==> src/rtl/pcie_rx_cond_pkg.sv <==
// Shared definitions for the PCIe-style two-lane link conditioners.
// Holds the comma symbol, the default lock count and the receive FSM encoding.
package pcie_rx_cond_pkg;

  localparam logic [7:0]  COMMA_DEF    = 8'hBC;
  localparam int unsigned BC_COUNT_DEF = 4;

  typedef enum logic [1:0] {
    ST_SEARCH = 2'd0,
    ST_ALIGN  = 2'd1,
    ST_ACTIVE = 2'd2
  } rx_state_e;

endpackage

==> src/rtl/pcie_rx_cond_s2p.sv <==
// Serial-to-parallel front end: shift register, byte-phase counter, comma compare.
// Ports:
//   clk_8f, reset   bit clock, synchronous active-low reset
//   data_in         serial bit, MSB first
//   realign         restart byte phase (bit counter to 0) on this edge
//   nxt_c           byte formed by the 7 stored bits plus the current bit
//   boundary_c      this edge completes a byte
//   comma_hit_c     nxt_c equals the comma symbol
module pcie_rx_cond_s2p
  import pcie_rx_cond_pkg::*;
#(
  parameter logic [7:0] COMMA = COMMA_DEF
) (
  input  logic       clk_8f,
  input  logic       reset,
  input  logic       data_in,
  input  logic       realign,
  output logic [7:0] nxt_c,
  output logic       boundary_c,
  output logic       comma_hit_c
);

  // Only the 7 most recent bits need storing; the 8th is the live input.
  logic [6:0] sr;
  logic [2:0] bit_cnt;

  assign nxt_c       = {sr, data_in};
  assign comma_hit_c = (nxt_c == COMMA);
  assign boundary_c  = (bit_cnt == 3'd7);

  // Shift every cycle; the counter wraps 7->0 naturally.
  always_ff @(posedge clk_8f) begin
    if (!reset) begin
      sr      <= 7'd0;
      bit_cnt <= 3'd0;
    end else begin
      sr      <= nxt_c[6:0];
      bit_cnt <= realign ? 3'd0 : bit_cnt + 3'd1;
    end
  end

endmodule

==> src/rtl/pcie_rx_cond.sv <==
// Receive conditioner: comma alignment, byte deserialization, lane un-striping.
// Ports:
//   clk_8f, reset                 bit clock, synchronous active-low reset
//   data_in                       serial bit stream, MSB first
//   data_out_0_c / valid_out_0_c  lane 0 byte and valid (even bytes after lock)
//   data_out_1_c / valid_out_1_c  lane 1 byte and valid (odd bytes after lock)
//   active                        alignment locked
//   byte_strobe                   one-cycle pulse per byte boundary while active
module pcie_rx_cond
  import pcie_rx_cond_pkg::*;
#(
  parameter logic [7:0]  COMMA    = COMMA_DEF,
  parameter int unsigned BC_COUNT = BC_COUNT_DEF
) (
  input  logic       clk_8f,
  input  logic       reset,
  input  logic       data_in,
  output logic [7:0] data_out_0_c,
  output logic       valid_out_0_c,
  output logic [7:0] data_out_1_c,
  output logic       valid_out_1_c,
  output logic       active,
  output logic       byte_strobe
);

  localparam int unsigned BC_W = $clog2(BC_COUNT + 1);

  rx_state_e   state;
  logic [BC_W-1:0] bc_cnt;
  logic        sel;
  logic [7:0]  nxt;
  logic        boundary;
  logic        comma_hit;
  logic        realign;

  // A comma seen while searching fixes the byte phase from this bit onward.
  assign realign = (state == ST_SEARCH) && comma_hit;

  pcie_rx_cond_s2p #(.COMMA(COMMA)) u_s2p (
    .clk_8f      (clk_8f),
    .reset       (reset),
    .data_in     (data_in),
    .realign     (realign),
    .nxt_c       (nxt),
    .boundary_c  (boundary),
    .comma_hit_c (comma_hit)
  );

  // Alignment FSM plus lane output registers.
  always_ff @(posedge clk_8f) begin
    if (!reset) begin
      state         <= ST_SEARCH;
      bc_cnt        <= '0;
      sel           <= 1'b0;
      active        <= 1'b0;
      byte_strobe   <= 1'b0;
      data_out_0_c  <= 8'd0;
      valid_out_0_c <= 1'b0;
      data_out_1_c  <= 8'd0;
      valid_out_1_c <= 1'b0;
    end else begin
      byte_strobe <= 1'b0;
      case (state)
        ST_SEARCH: begin
          if (comma_hit) begin
            bc_cnt <= BC_W'(1);
            state  <= ST_ALIGN;
          end
        end
        ST_ALIGN: begin
          if (boundary) begin
            if (comma_hit) begin
              bc_cnt <= bc_cnt + BC_W'(1);
              if (bc_cnt == BC_W'(BC_COUNT - 1)) begin
                state  <= ST_ACTIVE;
                sel    <= 1'b0;
                active <= 1'b1;
              end
            end else begin
              bc_cnt <= '0;
              state  <= ST_SEARCH;
            end
          end
        end
        ST_ACTIVE: begin
          // Idle bytes still consume a lane slot; only the addressed lane changes.
          if (boundary) begin
            byte_strobe <= 1'b1;
            sel         <= ~sel;
            if (!sel) begin
              valid_out_0_c <= !comma_hit;
              if (!comma_hit) data_out_0_c <= nxt;
            end else begin
              valid_out_1_c <= !comma_hit;
              if (!comma_hit) data_out_1_c <= nxt;
            end
          end
        end
        default: state <= ST_SEARCH;
      endcase
    end
  end

endmodule

==> config.mk <==
export PLATFORM = sky130hd
export DESIGN_NAME = pcie_rx_cond
export DESIGN_NICKNAME = d
export VERILOG_FILES = /design/src/rtl/pcie_rx_cond_pkg.sv /design/src/rtl/pcie_rx_cond_s2p.sv /design/src/rtl/pcie_rx_cond.sv
export SDC_FILE = /design/constraint.sdc
export NUM_CORES = 1
export LEC_CHECK = 0
export ABC_CLOCK_PERIOD_IN_PS = 2100
export CORE_ASPECT_RATIO = 0.7
export CORE_MARGIN = 3
export CORE_UTILIZATION = 50
export CTS_BUF_LIST = sky130_fd_sc_hd__clkbuf_8 sky130_fd_sc_hd__clkbuf_16
export DETAILED_ROUTE_END_ITERATION = 8
export PLACE_DENSITY_LB_ADDON = 0.2
export SLEW_MARGIN = 20
export SYNTH_ARGS = -nofsm -noshare
export SYNTH_HDL_FRONTEND = slang
export SYNTH_SLANG_ARGS = --single-unit
export TNS_END_PERCENT = 5
==> constraint.sdc <==
create_clock -name clk_8f -period 2.1 [get_ports clk_8f]
set_input_delay 0.21 -clock clk_8f [delete_from_list [all_inputs] [get_ports clk_8f]]
set_output_delay 0.21 -clock clk_8f [all_outputs]
set_load 0.005 [all_outputs]
==> results_dict.tcl, run 1 <==
set metrics [dict create \
    area_growth_pct 24.6 \
    power_frac_comb_pct 2.5 \
    syn_area_um2 1410 \
    port_buffers 22 \
    setup-tns-final_ps 0 \
    postSynthCellCount 145 \
    yosysWarnings 0 \
    cp_cell_sequence "ha_1 -> ha_1 -> nand3b_1 -> a211o_1 -> mux2i_1" \
    crit_cells 5 \
    critPathCapture "data_out_0_c[5]" \
    cts_tree "yes" \
    grt_pass1_wl_um 5010 \
    synth_ff_type "dfxtp_1" \
    startpoint_type "flip-flop" \
    place_hpwl_um 1960 \
    post-synth-top-area-fraction_pct 51.2 \
    cts_made_buffers 5 \
    cts_sinks 36 \
    required_ps 2260 \
    insertedDiodeCount 0 \
    layout.core_utilization_pct 68.2 \
    p_int_uw 1050 \
    r2r_setup_slack_ps 340 \
    die_width_um 69.4 \
    post_cts_resized 0 \
    power_density_nw_per_um2 749 \
    arrival_ps 1920 \
    path_class "flip-flop to flip-flop" \
    wl_per_cell_um 14.0 \
    drc 0 \
    timing.rr.end "data_out_0_c[5]" \
    htreeDepth 2 \
    rows 15 \
    swShare_pct 20.1 \
    rr_worst_depth 5 \
    clk_pin_slew_ps 70 \
    die_h_um 50.4 \
    synth_area_leaders "dfxtp_1, mux2i_1, nand2_1" \
    synth.distinct_cells 31 \
    place.gp.congestion 0.774 \
    final_cell_mix "dfxtp_1, nand2_1, clkdlybuf4s50_1" \
    drtPass1Iterations 4 \
    grt-ovfl-total 0 \
    die_area_um2 3500 \
    grt_setup_unrepaired "false" \
    irDropWorstVdd_mv 0.476 \
    postSynth.asyncResetShare_pct 0 \
    cts_hold_buf 0 \
    clockBufferDepth 2 \
    wl_um 2850 \
    maxSlewHeadroom_pct 65.2 \
    final_common_cell "dfxtp_1" \
    hp-class "flip-flop to flip-flop" \
    cap_viol_max_count 0 \
    post_cts_buffers 0 \
    end_kind "flip-flop" \
    grt_start_max_net_pins 16 \
    start_util_pct 54.7 \
    p_clk_share_pct 44.7 \
    io_pins 23 \
    drt_iter0_drc 109 \
    startpoint "u_s2p.bit_cnt[0]" \
    drv_slew 0 \
    finalSetupViolations 0 \
    core_um2 2570 \
    skew_ps 5.29 \
    num_vias 1083 \
    cpMostUsedCell "ha_1" \
    finalWorstPathRequiredPeriod_ps 1760 \
    antenna_found_initial 0 \
    ys_ff_latch 36 \
    drive_gt1_share_pct 6.47 \
    r2r-start "u_s2p.bit_cnt[0]" \
    critPathMaxStageDelay_ps 500 \
    crit_fanout 9 \
    clk_latency_ps 290 \
    crit_family "compound AO/OA/AOI/OAI gates" \
    final_area_um2 1750 \
    synth_edf_count 0 \
    path_buf_inv 0 \
    worst_pin_slew_ps 518 \
    seqPwrFrac_pct 52.8 \
    avgViaCountPerCell 5.31 \
    ant_nets 0 \
    fin_total_pwr_uw 1310 \
    leakage_uw 0.000734 \
    holdPathStages 1 \
    yosysSeqAreaShare_pct 51.2 \
    hold_violations 0 \
    cpMaxStageDelayCell "a211o_1" \
    yosys.area.top_type "dfxtp_1" \
    layout.nets 176 \
    clockRootBuffer "clkbuf_8" \
    grt_util_all_layers_pct 18.7 \
    syn-num-nets 152 \
    grt_pass1_vias 1099 \
    avgSynthCellArea_um2 9.71 \
    p_switching_uw 264 \
    fmax_ghz 0.568 \
    status "completed" \
    placed_cell_area_um2 1650 \
    fin_crit_sh_pct 83.9 \
]
[state kept, by name, summed over array words and instances, names as in the netlist]
register and count:
active 1, data_out_1_c 8, data_out_0_c 8, bc_cnt 3
byte_strobe 1, u_s2p.sr 7, u_s2p.bit_cnt 3, valid_out_1_c 1
valid_out_0_c 1, sel 1, state 2
[power groups by stage]
stage | combinational [uW] | sequential (uW) | clock, uW
detailed placement | 32.4 | 710 | 0
CTS | 32.7 | 694 | 594
global route | 36.4 | 694 | 623
floorplan | 21.4 | 709 | 0
global placement | 30.8 | 709 | 0
finish | 32.7 | 695 | 587
[kinds of logic after synthesis]
| family | after synthesis | share of synthesized area, % |
|---|---|---|
| flops | 36 | 51.2 |
| fa+ha+maj | 4 | 3.56 |
| xor+xnor | 1 | 0.622 |
| compound gates | 14 | 7.11 |
| buf+inv | 18 | 5.96 |
| mux | 16 | 11.4 |
| simple gates | 56 | 20.2 |
[per-layer routing]
| layer | up-vias | wire (um) | share of wire (%) | GRT usage (%) |
|---|---|---|---|---|
| met5 | - | 0 | 0 | 0 |
| met4 | 0 | 46 | 1.6 | 8.77 |
| met3 | 5 | 173 | 6.1 | 6.40 |
| met2 | 33 | 1290 | 45 | 30.2 |
| met1 | 504 | 1340 | 47 | 22.6 |
| li1 | 541 | - | - | - |
[cells in the mapped netlist (2+ instances only)]
cell and n:
nor2_1 4, nand2_1 33, buf_6 2, a21oi_1 2
ha_1 4, dfxtp_1 36, and4b_1 2, inv_1 10
nor2b_1 2, mux2i_1 16, nand4b_1 3, nor4_1 2
o221ai_1 2, nor3_1 3, o21ai_0 3, o41ai_1 2
clkbuf_1 5
[how the worst min path moves through the flow]
stage / slack, ps / from / end
global placement: 410 / u_s2p.bit_cnt[0] / u_s2p.bit_cnt[0]
floorplan: 340 / data_in / u_s2p.sr[0]
detailed placement: 430 / u_s2p.bit_cnt[0] / u_s2p.bit_cnt[0]
global route: 450 / u_s2p.bit_cnt[0] / u_s2p.bit_cnt[0]
CTS: 440 / u_s2p.bit_cnt[0] / u_s2p.bit_cnt[0]
finish: 440 / u_s2p.bit_cnt[0] / u_s2p.bit_cnt[0]
[through the flow]
step,worst slack (ps),hold slack (ps),cells
6_report,339,439,204
5_1_grt,239,452,204
4_1_cts,344,439,204
3_5_place_dp,330,429,196
3_3_place_gp,391,413,196
2_1_floorplan,632,338,145
[final cells by class]
type | instances | area, um2
clock buffer | 5 | 68.8
timing repair buffer | 25 | 243
fill | 199 | 817
sequential | 36 | 721
multi-input combinational | 91 | 603
tap | 34 | 42.5
clock inverter | 3 | 38.8
inverter | 10 | 37.5
(Power assumes the default switching activity.)
==> inputs of run 2 (changes only) <==
Settings changed: ABC_CLOCK_PERIOD_IN_PS 2100 to 1500, CORE_UTILIZATION 50 to 46.
Clock period 2.1 ns to 1.5 ns, I/O delays scaled along.
==> results_dict.tcl, run 2 (synthesized netlist as in run 1, its figures left out) <==
set metrics [dict create \
    ff_latch_area_um2 722 \
    num_vias 1085 \
    post_cts_buffers 0 \
    r2r-start "u_s2p.bit_cnt[0]" \
    ant_nets 0 \
    core_um2 2860 \
    clk_latency_ps 280 \
    crit_fanout 5 \
    timing.rr.end "data_out_0_c[5]" \
    holdPathStages 1 \
    drt_iter0_drc 75 \
    layout.core_utilization_pct 64.3 \
    layout.nets 184 \
    multi_input_comb_area_um2 612 \
    clockBufferDepth 2 \
    p_clk_share_pct 44.8 \
    p_int_uw 1480 \
    io_pins 23 \
    arrival_ps 1620 \
    grt_util_all_layers_pct 16.0 \
    cts_tree "yes" \
    final_cell_mix "dfxtp_1, nand2_1, clkdlybuf4s50_1" \
    antenna_found_initial 0 \
    drv_slew 0 \
    startpoint_type "flip-flop" \
    skew_ps 10.8 \
    final_common_cell "dfxtp_1" \
    drtPass1Iterations 4 \
    fill_cells 239 \
    leakage_uw 0.000771 \
    place.gp.congestion 0.879 \
    power_density_nw_per_um2 1000 \
    start_util_pct 49.2 \
    min_to "u_s2p.bit_cnt[0]" \
    path_class "flip-flop to flip-flop" \
    grt_pass1_vias 982 \
    power_frac_comb_pct 2.5 \
    fin_total_pwr_uw 1840 \
    clk_pin_slew_ps 70 \
    avgViaCountPerCell 5.07 \
    r2r_setup_slack_ps 50 \
    swShare_pct 20.0 \
    port_buffers 22 \
    die_width_um 72.1 \
    die_h_um 52.3 \
    drc 0 \
    clockRootBuffer "clkbuf_8" \
    worst_pin_slew_ps 382 \
    fmax_ghz 0.689 \
    place_hpwl_um 2110 \
    rr_worst_depth 6 \
    insertedDiodeCount 0 \
    drive_gt1_share_pct 13.5 \
    hold_start "u_s2p.bit_cnt[0]" \
    required_ps 1670 \
    startpoint "u_s2p.bit_cnt[0]" \
    grt_start_max_net_pins 17 \
    die_area_um2 3770 \
    fin_crit_sh_pct 96.7 \
    cts_sinks 36 \
    end_kind "flip-flop" \
    hp-class "flip-flop to flip-flop" \
    irDropWorstVdd_mv 0.624 \
    wl_per_cell_um 12.8 \
    hold_violations 0 \
    rows 16 \
    seqPwrFrac_pct 52.7 \
    grt_pass1_wl_um 4580 \
    p_switching_uw 369 \
    wl_um 2740 \
    area_growth_pct 30.8 \
    status "completed" \
    finalSetupViolations 0 \
    finalWorstPathRequiredPeriod_ps 1450 \
    cts_made_buffers 5 \
    maxSlewHeadroom_pct 74.3 \
    grt_setup_unrepaired "true" \
    holdWs_ps 410 \
    cap_viol_max_count 0 \
    grt-ovfl-total 0 \
    reg.largest.list "data_out_0_c (8), data_out_1_c (8), u_s2p.sr (7)" \
    htreeDepth 2 \
]
run 2: power groups by stage:
stage / combinational [uW] / clock (uW) / sequential, uW
floorplan: 29.9 / 0 / 992
finish: 45.7 / 827 / 972
global route: 51.5 / 886 / 972
detailed placement: 45.4 / 0 / 993
CTS: 46.2 / 849 / 971
global placement: 44.0 / 0 / 993
run 2: worst max-delay path by stage:
stage	slack [ps]	end
after global routing	-8	data_out_0_c[5]
after detailed placement	-140	data_out_1_c[2]
final	50	data_out_0_c[5]
after floorplan	30	data_out_0_c[0]
after global placement	-90	data_out_1_c[4]
after CTS	20	data_out_0_c[5]
run 2: per-layer routing:
metal | global-route usage [%] | up-vias | part of all wire (%)
li1 | - | 557 | -
met1 | 22.5 | 502 | 51
met2 | 22.4 | 24 | 43
met3 | 5.56 | 2 | 5.7
met4 | 5.63 | 0 | 0.33
met5 | 0 | - | 0
run 2: area by class of cell:
cell class	count	share of cell area, %
Sequential cell	36	39.2
Multi-Input combinational cell	91	33.2
Timing Repair Buffer	33	17.1
Clock buffer	5	3.74
Tap cell	36	2.45
Clock inverter	3	2.31
Inverter	10	2.04
run 2: timing repair:
| item | 4_1_cts | 5_1_grt |
|---|---|---|
| hold buffers | 0 | 0 |
| endpoints found under the setup margin | 9 | 17 |
| pin swaps | 1 | 0 |
| resized for setup | 1 | 6 |
run 2: worst max-delay path: stages, from the launching register on:
cell and delay (ps):
dfxtp_2 330, ha_1 140, ha_2 200, nand3b_1 110
a211o_1 290, buf_6 150, mux2i_1 110
run 2: per-stage QoR:
stage	cells	setup TNS, ps	setup slack, ps	instance area (um2)
after floorplan	145	0	31.7	1410
after global placement	206	-1240	-93.7	1710
after detailed placement	206	-1560	-144	1710
after CTS	214	0	24.9	1820
after global routing	214	-8.40	-8.40	1840
final	214	0	49.7	1840
